### src/rtl/bulls_cows_engine.sv
// Bulls-and-Cows game core: validates entries, scores a guess one position per
// cycle, tracks tries toward WIN/LOSE and keeps a circular history of results.
module bulls_cows_engine #(
    parameter int  DIGITS     = 4,
    parameter int  MAX_TRIES  = 10,
    parameter int  HIST_DEPTH = 8,
    localparam int CW         = $clog2(DIGITS + 1),
    localparam int HW         = $clog2(HIST_DEPTH + 1),
    localparam int IW         = $clog2(HIST_DEPTH)
) (
    input  logic                clk,
    input  logic                reset,
    input  logic [4*DIGITS-1:0] iNum,
    input  logic                iNumRdy,
    input  logic                iNewGame,
    output logic [2:0]          oState,
    output logic [CW-1:0]       oA,
    output logic [CW-1:0]       oB,
    output logic                oResValid,
    output logic                oErr,
    output logic [7:0]          oTries,
    output logic [HW-1:0]       oHistCnt,
    input  logic [IW-1:0]       iRdIdx,
    output logic [4*DIGITS-1:0] oRdGuess,
    output logic [CW-1:0]       oRdA,
    output logic [CW-1:0]       oRdB
);

    typedef enum logic [2:0] {
        S_IDLE  = 3'd0,
        S_PLAY  = 3'd1,
        S_SCORE = 3'd2,
        S_WIN   = 3'd3,
        S_LOSE  = 3'd4
    } state_t;

    state_t              state_q, state_d;
    logic [4*DIGITS-1:0] secret_q, guess_q;
    logic [CW-1:0]       pos_q, acc_a_q, acc_b_q, a_q, b_q;
    logic                res_valid_q, err_q;
    logic [7:0]          tries_q;
    logic [IW-1:0]       wptr_q;
    logic [HW-1:0]       hist_cnt_q;
    logic [4*DIGITS-1:0] hist_guess_q [HIST_DEPTH];
    logic [CW-1:0]       hist_a_q     [HIST_DEPTH];
    logic [CW-1:0]       hist_b_q     [HIST_DEPTH];
    logic [4*DIGITS-1:0] rd_guess_q;
    logic [CW-1:0]       rd_a_q, rd_b_q;

    logic                num_valid, hit_a, hit_b, entry_ok, accept, reject, score_done;
    logic [3:0]          cur_g;
    logic [7:0]          tries_inc;
    logic [IW-1:0]       rd_slot;

    // NOTE: every always_comb output gets a default first so no path can infer a latch.
    always_comb begin
        num_valid = 1'b1;
        for (int i = 0; i < DIGITS; i++) begin
            if (iNum[4*i +: 4] > 4'd9) num_valid = 1'b0;
            for (int k = i + 1; k < DIGITS; k++)
                if (iNum[4*i +: 4] == iNum[4*k +: 4]) num_valid = 1'b0;
        end
    end

    // Bull/cow contribution of the guess digit currently selected by pos_q.
    always_comb begin
        cur_g = '0;
        hit_a = 1'b0;
        hit_b = 1'b0;
        for (int j = 0; j < DIGITS; j++) begin
            if (pos_q == CW'(j)) begin
                cur_g = guess_q[4*j +: 4];
                hit_a = (cur_g == secret_q[4*j +: 4]);
                for (int k = 0; k < DIGITS; k++)
                    if (k != j && cur_g == secret_q[4*k +: 4]) hit_b = 1'b1;
            end
        end
        hit_b = hit_b & ~hit_a;
    end

    assign entry_ok   = (state_q == S_IDLE || state_q == S_PLAY) && iNumRdy && !iNewGame;
    assign accept     = entry_ok && num_valid;
    assign reject     = entry_ok && !num_valid;
    assign score_done = (state_q == S_SCORE) && (pos_q == CW'(DIGITS));
    assign tries_inc  = tries_q + 8'd1;
    assign rd_slot    = wptr_q - IW'(1) - iRdIdx;

    // NOTE: sequential state uses non-blocking assignments so all registers see pre-edge values.
    always_ff @(posedge clk) begin
        if (reset) state_q <= S_IDLE;
        else       state_q <= state_d;
    end

    always_comb begin
        state_d = state_q;
        if (iNewGame) begin
            state_d = S_IDLE;
        end else begin
            case (state_q)
                S_IDLE:  if (accept) state_d = S_PLAY;
                S_PLAY:  if (accept) state_d = S_SCORE;
                S_SCORE: if (score_done) begin
                    if (acc_a_q == CW'(DIGITS))           state_d = S_WIN;
                    else if (tries_inc == 8'(MAX_TRIES)) state_d = S_LOSE;
                    else                                 state_d = S_PLAY;
                end
                default: state_d = state_q;
            endcase
        end
    end

    always_comb begin
        oState    = state_q;
        oA        = a_q;
        oB        = b_q;
        oResValid = res_valid_q;
        oErr      = err_q;
        oTries    = tries_q;
        oHistCnt  = hist_cnt_q;
        oRdGuess  = rd_guess_q;
        oRdA      = rd_a_q;
        oRdB      = rd_b_q;
    end

    always_ff @(posedge clk) begin
        if (reset) begin
            secret_q    <= '0;
            guess_q     <= '0;
            pos_q       <= '0;
            acc_a_q     <= '0;
            acc_b_q     <= '0;
            a_q         <= '0;
            b_q         <= '0;
            res_valid_q <= 1'b0;
            err_q       <= 1'b0;
            tries_q     <= '0;
            wptr_q      <= '0;
            hist_cnt_q  <= '0;
        end else begin
            res_valid_q <= 1'b0;
            err_q       <= reject;
            if (iNewGame) begin
                secret_q   <= '0;
                a_q        <= '0;
                b_q        <= '0;
                tries_q    <= '0;
                wptr_q     <= '0;
                hist_cnt_q <= '0;
            end else begin
                if (accept && state_q == S_IDLE) secret_q <= iNum;
                if (accept && state_q == S_PLAY) begin
                    guess_q <= iNum;
                    pos_q   <= '0;
                    acc_a_q <= '0;
                    acc_b_q <= '0;
                end
                if (state_q == S_SCORE && !score_done) begin
                    pos_q   <= pos_q + CW'(1);
                    acc_a_q <= acc_a_q + CW'(hit_a);
                    acc_b_q <= acc_b_q + CW'(hit_b);
                end
                if (score_done) begin
                    a_q         <= acc_a_q;
                    b_q         <= acc_b_q;
                    res_valid_q <= 1'b1;
                    tries_q     <= tries_inc;
                    wptr_q      <= wptr_q + IW'(1);
                    if (hist_cnt_q != HW'(HIST_DEPTH)) hist_cnt_q <= hist_cnt_q + HW'(1);
                end
            end
        end
    end

    // NOTE: history storage has no reset; slots beyond oHistCnt are masked on read.
    always_ff @(posedge clk) begin
        if (!reset && !iNewGame && score_done) begin
            hist_guess_q[wptr_q] <= guess_q;
            hist_a_q[wptr_q]     <= acc_a_q;
            hist_b_q[wptr_q]     <= acc_b_q;
        end
    end

    always_ff @(posedge clk) begin
        if (reset || HW'(iRdIdx) >= hist_cnt_q) begin
            rd_guess_q <= '0;
            rd_a_q     <= '0;
            rd_b_q     <= '0;
        end else begin
            rd_guess_q <= hist_guess_q[rd_slot];
            rd_a_q     <= hist_a_q[rd_slot];
            rd_b_q     <= hist_b_q[rd_slot];
        end
    end

endmodule
### config.mk
export PLATFORM = sky130hd
export DESIGN_NAME = bulls_cows_engine
export DESIGN_NICKNAME = d
export VERILOG_FILES = /design/src/rtl/bulls_cows_engine.sv
export SDC_FILE = /design/constraint.sdc
export NUM_CORES = 1
export LEC_CHECK = 0
export BUFFER_PORTS_ARGS = -buffer_cell sky130_fd_sc_hd__buf_2
export CORE_MARGIN = 1
export CORE_UTILIZATION = 55
export CTS_CLUSTER_SIZE = 14
export DETAILED_ROUTE_END_ITERATION = 10
export PLACE_DENSITY = 0.78
export REMOVE_ABC_BUFFERS = 1
export SYNTH_ARGS = -nofsm -noshare
export SYNTH_HDL_FRONTEND = slang
export SYNTH_SLANG_ARGS = --single-unit
### constraint.sdc
create_clock -name clk -period 8.06 [get_ports clk]
set_input_delay 0.806 -clock clk [delete_from_list [all_inputs] [get_ports clk]]
set_output_delay 0.806 -clock clk [all_outputs]
set_load 0.03 [all_outputs]
* Word-level counts from Yosys, hierarchy flattened *
Memory sizes are Yosys's and may differ from the RTL's. A register that Yosys moved wholly into a read port is not among the register bits.
Index checks and enable logic that the tools add are counted.

word-level totals
  input port bits = 23
  word-level logic and storage cells = 134
  output and inout port bits = 45
  RAM bits = 176
  bits in read-only memories = 0
  bits in registers = 67
  memories = 3
  latch bits = 0

memories
  memory        words  width  rd ports  clocked after Yosys merged registers in  wr ports  RTL line  source
  hist_guess_q  8      16     1         1                                        1         44        logic [4*DIGITS-1:0] hist_guess_q [HIST_DEPTH];
  hist_a_q      8      3      1         1                                        1         45        logic [CW-1:0] hist_a_q [HIST_DEPTH];
  hist_b_q      8      3      1         1                                        1         46        logic [CW-1:0] hist_b_q [HIST_DEPTH];

operators by class
  mux-type cells = 43
  divide/modulo/power cells = 0
  add/sub/neg operators = 8
  equal/unequal tests = 34
  multipliers = 0
  shifts and indexed selects = 0
  bitwise logic cells = 3
  order comparisons = 5
  reduce and logical (&&, ||, !) cells = 25

operators by type and width
  cell                                                  number
  equality test 4 bit                                   22
  two-way mux 1 bit                                     33
  two-way mux 3 bit                                     9
  > comparator 4 bit (second input constant)            4
  logical AND 1 bit                                     10
  equality test 3 x 2 -> 1 bit (second input constant)  3
  case mux 3 bit (3 select lines)                       1
  adder 8 x 1 -> 8 bit (second input constant)          1
  equality test 8 x 4 -> 1 bit (second input constant)  1
  adder 3 x 1 -> 3 bit                                  2
  adder 3 x 1 -> 3 bit (second input constant)          2
  equality test 3 x 1 -> 1 bit (second input constant)  2
  equality test 3 bit (second input constant)           2
  logical NOT 3 bit                                     2
  != test 2 bit (second input constant)                 3
  AND reduction 2 bit                                   3
  adder 4 x 1 -> 4 bit (second input constant)          1
  greater-or-equal comparator 3 x 4 -> 1 bit            1
  logical NOT 1 bit                                     4
  != test 4 bit (second input constant)                 1
  AND reduction 4 bit                                   1
  nonzero test 3 bit                                    1
  subtractor 3 x 1 -> 3 bit (second input constant)     1
  subtractor 3 bit                                      1
  other kinds (5)                                       7

* Longest topological paths before layout *
  depth after elaboration = 20
  mapped depth = 13
  gate-level depth less buffers = 13

* Worst setup path after synthesis *
No wires, ideal clock.

  path kind = input port to flip-flop
  start point = input iNewGame
  end point = memory hist_a_q[0][0] (netlist name) (enable)
  stages = 4
  library setup time = 0.429 ns
  path buffers = 1
  data arrival time = 3.130 ns
  path slack = 4.501 ns
  data required time = 7.631 ns
  cell sequence = or2_2 clkbuf_1 or3_1 nor3_1

on the way
  longest elaborated chain between the ends = 5

ends and longest elaborated chain
  what                                     RTL line  source
  start, declared                          15        input logic iNewGame,
  logical NOT 1 bit                        176       if (!reset && !iNewGame && score_done) begin
  logical AND 1 bit (2 in a row)           176
  two-way mux 1 bit                        176
  two-way mux 1 bit (not written as such)  178       hist_a_q[wptr_q] <= acc_a_q;
  end, declared                            45

No other way between the ends.

* Final worst setup path *
  start point = register state_q[0], in the netlist oState[0]
  end point = memory hist_guess_q[6][3] (netlist name) (enable)

on the way
  longest elaborated chain between the ends = 5

ends and longest elaborated chain
  what                                     RTL line  source
  start, declared                          37        state_t state_q, state_d;
  start signal, assigned                   91        else state_q <= state_d;
  equality test 3 x 2 -> 1 bit             84        assign score_done = (state_q == S_SCORE) && (pos_q == CW'(DIGITS));
  logical AND 1 bit                        84
  logical AND 1 bit                        176
  two-way mux 1 bit                        176
  two-way mux 1 bit (not written as such)  177       hist_guess_q[wptr_q] <= guess_q;
  end, declared                            44

No other way between the ends.

==> flow_summary.yaml <==
synthesis:
  yosysMostFrequentCell: "edfxtp_1"
  yosys.area_share.simple: 0.0866
  synth_xor_area_frac: 0.0803
  async_reset_ff_frac: 0
  synth_commonest_cells: "176 x edfxtp_1, 89 x dfxtp_1, 79 x xnor2_1"
  synth_area_leaders: "edfxtp_1 47%, dfxtp_1 16%, mux4_2 8.7%"
  synth_top_cell_area_share: 0.466
  synth_top_family_by_area: "multiplexers"
  synth_edf_count: 176
  synth-seq-area-share: 0.623
  synth_top_area_cell: "edfxtp_1"
  avgSynthCellArea_um2: 13.5
  ys_seq_elements: 265
  syn-cell-area_um2: 11300
  synthFlopType: "edfxtp_1"
  syn_inst: 840
  synthMuxAreaShare: 0.116
  synth_fa_ha_area_frac: 0.0216
  synthDistinctLibCells: 47
  ys_warn_count: 0
  synth_compound_area_frac: 0.0330
floorplan:
  ios: 68
  core_region_area_um2: 20200
  row_count: 52
  dieArea_um2: 21200
  chipWidth_um: 146
  die_y_um: 146
  start_util: 0.561
timing:
  whs_ps: 455
  min_period_ps: 3300
  worst_pin_slew_ps: 1270
  finalSetupViolations: 0
  fmax_ghz: 0.303
  fin_skew_ps: 18.3
  relSlewSlack: 0.149
  setup_tns_ps: 0
  hold_violations: 0
  slew_violations: 0
  rsz0062_at_grt: "false"
  post-route-period-util: 0.409
global_route:
  antenna_found_initial: 0
  grt_usage: 0.223
  grt_max_degree: 45
  overflow: 0
  grt_pass1_vias: 6702
  grt_pass1_wl_mm: 36.6
cells_and_area:
  fin_cells: 1156
  multiInputGateArea_um2: 3870
  register_area_um2: 7070
  fin_area_um2: 12700
  drive_gt1_frac: 0.202
  fill_cells: 1481
  syn_to_final_growth_pct: 11.6
  fin_nets: 908
  n_antenna_cell: 0
clocking:
  htree_levels: 1
  cts_tree: "yes"
  insertion_delay_ps: 530
  cts_made_buffers: 26
  cts_buffer_depth: 3
  cts_resized: 0
  cts_setup_buffers: 0
  ctsHoldBuffers: 0
  cts.sinks: 265
  cts_root_buf: "clkbuf_16"
  cts.clk_slew.worst_paths_ps: 60
detailed_routing:
  wire_per_inst_um: 20.1
  drt-vias-per-instance: 5.73
  vias: 6627
  first_pass_iters: 5
  dr.first_iter.drc_count: 445
  ant_nets: 0
  routed_wl_mm: 23.2
  drc: 0
worst_setup_path:
  critPathCaptureType: "flip-flop"
  path_max_fanout: 22
  critPathSlowestCell: "nor2_2"
  worstSetupStartpointType: "flip-flop"
  crit_chain: "nor3b_1 > nand3_1 > or3_1 > nor2_2"
  crit_type: "flip-flop to flip-flop"
  path_buf_inv: 0
  path_delay_family: "simple AND/OR/NAND/NOR gates"
  critPathMaxStageDelay_ps: 990
  arrival_ps: 3420
  cp.required_ps: 8190
flow_run:
  drv_cap: 0
power_and_ir_drop:
  p_per_area_nw_per_um2: 220
  p_leak_nw: 4.60
  ir_drop_mv: 0.202
placement:
  dp_hpwl_mm: 14.2
  place_area_um2: 11800
  numPortBuffers: 67
  place_congestion: 0.817
  numPlacedInstances: 1108
min_path:
  hp-class: "flip-flop to flip-flop"
status:
  outcome: "complete, no violations"
## sequential cells by signal, summed over array words and instances (netlist names)
register      flops
hist_guess_q    128
hist_a_q         24
hist_b_q         24
guess_q          16
oRdGuess         16
secret_q         16
oTries            8
oHistCnt          4
acc_a_q           3
acc_b_q           3
oA                3
oB                3
oRdA              3
oRdB              3
oState            3
pos_q             3
wptr_q            3
oErr              1
oResValid         1
## power by group
group	internal (mW)	total [mW]	switching, mW
combinational	0.0366	0.0934	0.0568
clock	0.759	1.25	0.495
sequential	1.43	1.44	0.00202
## worst min-delay path: stages (launching register included)
cell     delay [ps]
dfxtp_1         310
nand2_1          50
a21oi_1          50
## kinds of logic after synthesis
logic type               after synthesis
flip-flops                           265
AND/OR/NAND/NOR                      212
adder cells (fa/ha/maj)               19
multiplexers                          77
XOR/XNOR                             104
AO/OA/AOI/OAI                         65
buffers and inverters                 98
## layout by cell type, fill, tap and decap left out, types with 3 or more instances in the layout
cell,synthesis,final
a211oi_1,4,4
a21oi_1,39,39
a31oi_1,5,5
buf_2,15,67
buf_4,12,12
bufinv_16,0,4
clkbuf_1,43,6
clkbuf_16,0,26
clkbuf_8,0,4
clkinv_1,0,3
clkinv_2,0,4
dfxtp_1,89,89
edfxtp_1,176,176
ha_1,18,17
inv_1,17,17
mux2i_1,33,33
mux4_2,44,44
nand2_1,76,76
nand2b_1,3,3
nand3_1,21,21
nand4_1,20,20
nor2_1,60,54
nor2_2,0,6
nor3_1,10,8
nor4_1,6,6
o21ai_0,6,6
xnor2_1,79,78
xor2_1,25,25
## cell type report
type                       instances  share of cell area
sequential                       265               0.558
multi-input combinational        477               0.306
clock inverter                    12              0.0132
inverter                          17             0.00504
timing repair buffer              79              0.0336
tap                              270              0.0267
clock buffer                      36              0.0575
## stage by stage
stage          power [mW]  utilization  setup slack [ps]
2_1_floorplan        1.52            -              4340
3_3_place_gp         1.56        0.582              4780
3_5_place_dp         1.56        0.582              4770
4_1_cts              2.80        0.626              4750
5_1_grt              2.86        0.626              4550
6_report             2.78        0.626              4760
## path summary, 6_finish.rpt
path | start | end | slack, ps | cells past startpoint
max | oState[0] | hist_guess_q[6][3] | 4760 | 4
min | oA[2] | oA[2] | 460 | 2
max reg2reg | oState[0] | hist_guess_q[6][3] | 4760 | 4
min reg2reg | oA[2] | oA[2] | 460 | 2
## per-layer routing
layer  vias to the layer above  part of all wire  track usage  routed length, um
met5                         -                 0            0                  0
met4                         0             0.023       0.0621                530
met3                        36             0.060       0.0345               1400
met2                       241              0.50        0.379              11600
met1                      3294              0.42        0.302               9690
li1                       3056                 -            -                  -
(Power assumes the default switching activity.)
